File: src/rtl/scan_renderer.sv
// scan_renderer: parametrised SVGA raster generator with ball / paddle /
// block-wall compositing and a 2-cycle pixel pipeline.
//
// Optional feature macro: RENDERER_GRID_EN
//   defined   -> 1-px background grid at the top/left edge of every block
//   undefined -> alive blocks are drawn solid (no offset logic built)
//
// Block RAM handshake: the block address for a pixel is presented in the
// same cycle that pixel sits in the stage-0 counters. A 1-cycle synchronous
// RAM then returns BLOCK_ALIVE exactly when that pixel reaches stage 2.
// This keeps the overall pixel latency at two cycles.
module scan_renderer #(
  parameter int unsigned H_ACTIVE        = 800,
  parameter int unsigned H_FP            = 40,
  parameter int unsigned H_SYNC          = 128,
  parameter int unsigned H_BP            = 88,
  parameter int unsigned V_ACTIVE        = 600,
  parameter int unsigned V_FP            = 1,
  parameter int unsigned V_SYNC          = 4,
  parameter int unsigned V_BP            = 23,
  parameter bit          SYNC_POS        = 1'b1,
  parameter int unsigned FRAME_DONE_LINE = 600,
  parameter int unsigned BLOCK_COLS      = 16,
  parameter int unsigned BLOCK_ROWS      = 8,
  parameter int unsigned BLOCK_W_LOG2    = 5,
  parameter int unsigned BLOCK_H_LOG2    = 4,
  parameter int unsigned BLOCK_LEFT      = 144,
  parameter int unsigned BLOCK_TOP       = 64,
  parameter int unsigned ADDR_W          = 7,
  parameter int unsigned PADDLE_Y        = 568,
  parameter int unsigned PADDLE_W        = 64,
  parameter int unsigned PADDLE_H        = 8,
  parameter int unsigned BALL_SIZE       = 8,
  parameter logic [7:0]  BG_COLOR        = 8'h00,
  parameter logic [7:0]  BALL_COLOR      = 8'hFF,
  parameter logic [7:0]  PADDLE_COLOR    = 8'h1C,
  parameter logic [7:0]  BLOCK_COLOR     = 8'hE0
) (
  input  logic              CLK,
  input  logic              RESET_N,
  input  logic [9:0]        PADDLE_X_PIXEL,
  input  logic [9:0]        BALL_X_PIXEL,
  input  logic [9:0]        BALL_Y_PIXEL,
  output logic [ADDR_W-1:0] BLOCK_ADDR,
  input  logic              BLOCK_ALIVE,
  output logic              FRAME_DONE,
  output logic [7:0]        COLOR,
  output logic              HSYNC,
  output logic              VSYNC
);

  localparam int unsigned H_TOTAL = H_ACTIVE + H_FP + H_SYNC + H_BP;
  localparam int unsigned V_TOTAL = V_ACTIVE + V_FP + V_SYNC + V_BP;

  localparam logic [10:0] H_LAST   = 11'(H_TOTAL - 1);
  localparam logic [10:0] V_LAST   = 11'(V_TOTAL - 1);
  localparam logic [10:0] H_VIS    = 11'(H_ACTIVE);
  localparam logic [10:0] V_VIS    = 11'(V_ACTIVE);
  localparam logic [10:0] HS_BEG   = 11'(H_ACTIVE + H_FP);
  localparam logic [10:0] HS_END   = 11'(H_ACTIVE + H_FP + H_SYNC);
  localparam logic [10:0] VS_BEG   = 11'(V_ACTIVE + V_FP);
  localparam logic [10:0] VS_END   = 11'(V_ACTIVE + V_FP + V_SYNC);
  localparam logic [10:0] FD_LINE  = 11'(FRAME_DONE_LINE);
  localparam logic [10:0] WALL_X0  = 11'(BLOCK_LEFT);
  localparam logic [10:0] WALL_X1  = 11'(BLOCK_LEFT + (BLOCK_COLS << BLOCK_W_LOG2));
  localparam logic [10:0] WALL_Y0  = 11'(BLOCK_TOP);
  localparam logic [10:0] WALL_Y1  = 11'(BLOCK_TOP + (BLOCK_ROWS << BLOCK_H_LOG2));
  localparam logic [10:0] PAD_Y0   = 11'(PADDLE_Y);
  localparam logic [10:0] PAD_Y1   = 11'(PADDLE_Y + PADDLE_H);
  localparam logic [10:0] PAD_LEN  = 11'(PADDLE_W);
  localparam logic [10:0] BALL_LEN = 11'(BALL_SIZE);
  localparam logic [10:0] COLS_11  = 11'(BLOCK_COLS);
  localparam logic        SYNC_OFF = ~SYNC_POS;

  // Half-open unsigned range test used by every geometry comparison.
  function automatic logic in_span(input logic [10:0] v,
                                   input logic [10:0] lo,
                                   input logic [10:0] hi);
    return (v >= lo) && (v < hi);
  endfunction

  // ---------------- stage 0: raster counters ----------------
  logic [10:0] x_p0, y_p0;
  logic [10:0] x_nxt, y_nxt;
  logic        last_px_p0;

  // Next raster position; y advances only when x wraps.
  always_comb begin
    x_nxt      = x_p0 + 11'd1;
    y_nxt      = y_p0;
    last_px_p0 = (x_p0 == H_LAST) && (y_p0 == V_LAST);
    if (x_p0 == H_LAST) begin
      x_nxt = 11'd0;
      y_nxt = (y_p0 == V_LAST) ? 11'd0 : (y_p0 + 11'd1);
    end
  end

  // Pixel counters.
  always_ff @(posedge CLK) begin
    if (!RESET_N) begin
      x_p0 <= 11'd0;
      y_p0 <= 11'd0;
    end else begin
      x_p0 <= x_nxt;
      y_p0 <= y_nxt;
    end
  end

  // Shadow positions: captured on the last pixel so a frame never tears.
  logic [10:0] bx_sh, by_sh, px_sh;

  // Latch object positions once per frame.
  always_ff @(posedge CLK) begin
    if (!RESET_N) begin
      bx_sh <= 11'd0;
      by_sh <= 11'd0;
      px_sh <= 11'd0;
    end else if (last_px_p0) begin
      bx_sh <= {1'b0, BALL_X_PIXEL};
      by_sh <= {1'b0, BALL_Y_PIXEL};
      px_sh <= {1'b0, PADDLE_X_PIXEL};
    end
  end

  // Frame-sync pulse straight off the counters, outside the pixel pipeline.
  always_ff @(posedge CLK) begin
    if (!RESET_N) FRAME_DONE <= 1'b0;
    else          FRAME_DONE <= (x_p0 == 11'd0) && (y_p0 == FD_LINE);
  end

  // Block address is computed from the position the counters move to, so
  // it is valid while that pixel sits in stage 0 and the RAM answer lands
  // in time for stage 2.
  logic        wall_nxt;
  logic [10:0] col_nxt, row_nxt;

  // Wall membership and row/column of the upcoming pixel.
  always_comb begin
    wall_nxt = in_span(x_nxt, WALL_X0, WALL_X1) && in_span(y_nxt, WALL_Y0, WALL_Y1);
    col_nxt  = (x_nxt - WALL_X0) >> BLOCK_W_LOG2;
    row_nxt  = (y_nxt - WALL_Y0) >> BLOCK_H_LOG2;
  end

  // Registered RAM address; holds its last value outside the wall.
  always_ff @(posedge CLK) begin
    if (!RESET_N)      BLOCK_ADDR <= '0;
    else if (wall_nxt) BLOCK_ADDR <= ADDR_W'(row_nxt * COLS_11 + col_nxt);
  end

  // ---------------- stage 1: geometry flags ----------------
  logic wall_p1, ball_p1, pad_p1, vld_p1, hs_p1, vs_p1;
  logic wall_c, ball_c, pad_c, vld_c, hs_c, vs_c;

  // Per-pixel hit tests against the shadowed geometry.
  always_comb begin
    wall_c = in_span(x_p0, WALL_X0, WALL_X1) && in_span(y_p0, WALL_Y0, WALL_Y1);
    ball_c = in_span(x_p0, bx_sh, bx_sh + BALL_LEN) && in_span(y_p0, by_sh, by_sh + BALL_LEN);
    pad_c  = in_span(x_p0, px_sh, px_sh + PAD_LEN) && in_span(y_p0, PAD_Y0, PAD_Y1);
    vld_c  = (x_p0 < H_VIS) && (y_p0 < V_VIS);
    hs_c   = in_span(x_p0, HS_BEG, HS_END);
    vs_c   = in_span(y_p0, VS_BEG, VS_END);
  end

  // Stage-1 flag register.
  always_ff @(posedge CLK) begin
    if (!RESET_N) begin
      wall_p1 <= 1'b0;
      ball_p1 <= 1'b0;
      pad_p1  <= 1'b0;
      vld_p1  <= 1'b0;
      hs_p1   <= 1'b0;
      vs_p1   <= 1'b0;
    end else begin
      wall_p1 <= wall_c;
      ball_p1 <= ball_c;
      pad_p1  <= pad_c;
      vld_p1  <= vld_c;
      hs_p1   <= hs_c;
      vs_p1   <= vs_c;
    end
  end

`ifdef RENDERER_GRID_EN
  localparam logic [10:0] X_MASK = 11'((1 << BLOCK_W_LOG2) - 1);
  localparam logic [10:0] Y_MASK = 11'((1 << BLOCK_H_LOG2) - 1);
  logic grid_p1;

  // Grid line where the in-block x or y offset is zero.
  always_ff @(posedge CLK) begin
    if (!RESET_N) grid_p1 <= 1'b0;
    else          grid_p1 <= (((x_p0 - WALL_X0) & X_MASK) == 11'd0) ||
                             (((y_p0 - WALL_Y0) & Y_MASK) == 11'd0);
  end

  logic block_on;
  assign block_on = wall_p1 && BLOCK_ALIVE && !grid_p1;
`else
  logic block_on;
  assign block_on = wall_p1 && BLOCK_ALIVE;
`endif

  // ---------------- stage 2: colour and syncs ----------------
  logic [7:0] color_c;

  // Compositing priority: ball over paddle over live block over background.
  always_comb begin
    color_c = BG_COLOR;
    if (!vld_p1)      color_c = 8'h00;
    else if (ball_p1) color_c = BALL_COLOR;
    else if (pad_p1)  color_c = PADDLE_COLOR;
    else if (block_on) color_c = BLOCK_COLOR;
  end

  // Output register keeps colour and syncs aligned.
  always_ff @(posedge CLK) begin
    if (!RESET_N) begin
      COLOR <= 8'h00;
      HSYNC <= SYNC_OFF;
      VSYNC <= SYNC_OFF;
    end else begin
      COLOR <= color_c;
      HSYNC <= hs_p1 ^ SYNC_OFF;
      VSYNC <= vs_p1 ^ SYNC_OFF;
    end
  end

endmodule

File: config.mk
export PLATFORM = sky130hd
export DESIGN_NAME = scan_renderer
export DESIGN_NICKNAME = d
export VERILOG_FILES = /design/src/rtl/scan_renderer.sv
export SDC_FILE = /design/constraint.sdc
export NUM_CORES = 1
export LEC_CHECK = 0
export CORE_MARGIN = 2
export CORE_UTILIZATION = 53
export CTS_BUF_LIST = sky130_fd_sc_hd__clkbuf_8
export DETAILED_ROUTE_END_ITERATION = 8
export PLACE_DENSITY = 0.88
export SYNTH_ARGS = -nofsm -noshare
export SYNTH_HDL_FRONTEND = slang
export SYNTH_SLANG_ARGS = --single-unit
export TNS_END_PERCENT = 20
File: constraint.sdc
create_clock -name CLK -period 2.64 [get_ports CLK]
set_input_delay 0.528 -clock CLK [delete_from_list [all_inputs] [get_ports CLK]]
set_output_delay 0.528 -clock CLK [all_outputs]
set_load 0.02 [all_outputs]
==> reports/summary.txt <==
TIMING
--------------------------------------------------------------------------------
Max-slew headroom at the worst pin                                         68.2%
Clock Skew                                                               12.2 ps
Top achievable clock speed                                             0.396 GHz
Slew at the pin with the worst max-slew slack                             471 ps
Final Hold Violating Endpoints                                                 0
Setup slack of the critical path after layout                             114 ps
Final worst-path cycle share                                               95.7%
Finish-stage setup viols                                                       0
Worst Hold Slack                                                          440 ps
Final Max Tran Viols                                                           0
Final worst path period need                                             2530 ps

WORST SETUP PATH
--------------------------------------------------------------------------------
Data required time at the worst endpoint                                 2880 ps
Cells traversed along the worst timing path                         ha_2, buf_4, and4_1, o211ai_1, o31ai_2, or2_1, nand2_1, xor2_1, ha_1, fa_2, nand2_1, mux2i_1
Longest individual stage delay on the worst path                          440 ps
Critical path startpoint category                                       register
CP Max Fanout                                                                  4
Data arrival time at the worst-slack endpoint                            2760 ps
Type of destination of the critical path                                register
Cell occurring most often along the worst timing path                    nand2_1
Worst-path cell with the longest stage delay                                fa_2
Kind of critical path                                               register to register

FINAL LAYOUT
--------------------------------------------------------------------------------
Fillers                                                                      726
Leading cell type in the layout, fill and taps excluded                  nand2_1
Non-filler cells in the finished layout                                      783
Final #Nets                                                                  766
End-of-flow core utilization                                               66.7%
Area overhead of the layout relative to synthesis                          22.7%
Multi-input gate area                                                 3060 sq um
Proportion of layout cells with a drive suffix above 1                     12.9%
Antenna diode count                                                            0
Commonest cells after routing, fill and taps aside                  107 x nand2_1, 69 x dfxtp_1, 61 x ha_1, 50 x clkdlybuf4s50_1, 47 x a21oi_1
Sequential cell area                                                  1420 sq um

GRT
--------------------------------------------------------------------------------
Number of antenna violations at the first check in global routing              0
Wire length of the first global-routing pass                             19.2 mm
Remaining global-route overflow                                                0
Pin count of the biggest net entering global routing                          32
Global-route usage over all layers                                         24.1%
Via count of the first global-routing pass                                  4273

CLOCK TREE
--------------------------------------------------------------------------------
Htree depth                                                                    3
Clock latency on the worst-skew pair                                      350 ps
Clock buffers created by TritonCTS                                             9
CTS Sinks                                                                     71
Hold Buf Count CTS                                                             0
Clock tree from TritonCTS                                                  built
CTS max path bufs                                                              2
CTS root buffer                                                         clkbuf_8
Clock-pin transition on the worst setup and hold timing paths              90 ps

ROUTE
--------------------------------------------------------------------------------
Antenna viol nets, final                                                       0
Drt first-iter violations                                                    317
Routed wire length per instance                                     15.1 microns
Initial DRT Pass Iterations                                                    4
Ratio of routed vias to standard cells                                      5.60
Count of unresolved DRC violations after routing                               0
Total number of vias                                                        4382
Wire length reported by the detailed router                              11.8 mm

LOGIC SYNTHESIS
--------------------------------------------------------------------------------
Flip-flop and latch count after synthesis                                     71
Synthesized net count                                                        693
Count of flip-flops with a built-in enable after synthesis                     0
Netlist area before placement                                         4720 sq um
Synthesis warning total                                                        0
Post-Synthesis Mean Instance Area                                     7.90 sq um
Main flop type after synthesis                                           dfxtp_1
Post-synthesis async set-or-reset flop share                                  0%
Share of synthesized area occupied by flip-flops and latches               30.1%
Mapped Cells                                                                 597
Count of different cell masters after synthesis                               48

FLOORPLANNING
--------------------------------------------------------------------------------
Total Die Area                                                        9670 sq um
Core area                                                             8680 sq um
Row count                                                                     34
Width of the die                                                    98.4 microns
Y dimension of the die                                              98.4 microns
Starting utilization of the core area                                      54.4%
Top-Level Pins                                                                51

RUN
--------------------------------------------------------------------------------
Max-cap check violation count                                                  0

POWER AND IR DROP
--------------------------------------------------------------------------------
Power density over the cells                                         359 nW/um^2
Maximum VDD drop                                                        0.264 mV
Leakage power figure                                                     2.29 nW

PLACE
--------------------------------------------------------------------------------
Detail Placement HPWL                                                    9.06 mm
Pre-CTS WS                                                               59.1 ps
Count of input and output buffers                                             50
Gpl congestion                                                             0.988
Cell total after placement                                                   764

OUTCOME
--------------------------------------------------------------------------------
Run status                                                          complete, no violations

WORST HOLD PATH
--------------------------------------------------------------------------------
Class of the tightest hold or removal check                         register to register

==> cell families after synthesis <==
group           synth area share, %
simple gates                   25.5
compound gates                 11.7
buf+inv                        6.84
flops                          30.1
fa+ha+maj                      16.9
xor+xnor                       7.24
mux                            1.72
==> critical path: cells and delay by family (launching register included) <==
kind,cells,cell delay [ps]
DFF,1,320
muxes,1,60
adders and majority gates,3,860
xor gates and xnor gates,1,170
AOI/OAI and AO/OA,2,320
and+or+nand+nor,4,560
buffers and inverters,1,150
==> Yosys cell counts, types with 8 or more instances <==
cell type | count | area share, %
o21ai_0 | 16 | 1.7
clkbuf_1 | 19 | 1.5
xor2_1 | 18 | 3.3
inv_1 | 40 | 3.2
nor2_1 | 46 | 3.7
nor3_1 | 8 | 0.85
dfxtp_1 | 71 | 30
and3_1 | 9 | 1.2
nand2_1 | 107 | 8.5
xnor2_1 | 21 | 3.9
a21o_1 | 8 | 1.3
ha_1 | 62 | 16
nand4_1 | 17 | 2.3
buf_4 | 8 | 1.3
nand3_1 | 20 | 2.1
a21oi_1 | 48 | 5.1
==> registers in the layout, indices dropped and copies added (netlist names), 3 cells and up <==
register and count:
by_sh 10, bx_sh 10, COLOR 3, x_p0 11
px_sh 10, BLOCK_ADDR 7, y_p0 11
==> routing by layer <==
| layer | track usage (%) | share of wire (%) | vias up |
|---|---|---|---|
| met5 | 0 | 0 | - |
| met4 | 7.80 | 2.3 | 0 |
| met3 | 3.79 | 5.1 | 27 |
| met2 | 42.1 | 49 | 147 |
| met1 | 30.4 | 43 | 2041 |
| li1 | - | - | 2167 |
==> power by group <==
part	switching [mW]	internal [mW]	total, mW
combinational	0.0826	0.0967	0.179
clock	0.424	0.389	0.813
sequential	0.00745	1.08	1.09
==> path summary, 6_finish.rpt <==
check / startpoint / end / slack [ps] / cells past startpoint
hold / removal: vs_p1 / VSYNC / 440 / 1
hold reg to reg: vs_p1 / VSYNC / 440 / 1
setup / recovery: x_p0[0] / BLOCK_ADDR[5] / 110 / 12
setup reg to reg: x_p0[0] / BLOCK_ADDR[5] / 110 / 12
==> layout make-up <==
| class | instances | area share, % |
|---|---|---|
| inverter | 41 | 2.66 |
| sequential | 71 | 24.6 |
| clock inverter | 5 | 0.562 |
| timing repair buffer | 94 | 14.4 |
| tap | 108 | 2.33 |
| clock buffer | 11 | 2.62 |
| multi-input combinational | 453 | 52.9 |
==> stage by stage <==
step	total power [mW]	area, sq um	TNS, ps
2_1_floorplan	1.20	4720	0
3_3_place_gp	1.28	5500	0
3_5_place_dp	1.29	5500	0
4_1_cts	2.08	5680	0
5_1_grt	2.16	5790	-7.78
6_report	2.08	5790	0
==> what timing repair did <==
action                                  4_1_cts  5_1_grt
setup buffers                                 0        3
gates resized for setup                       0       17
endpoints found under the setup margin        0        8
Power figures use the tool's default switching activity.
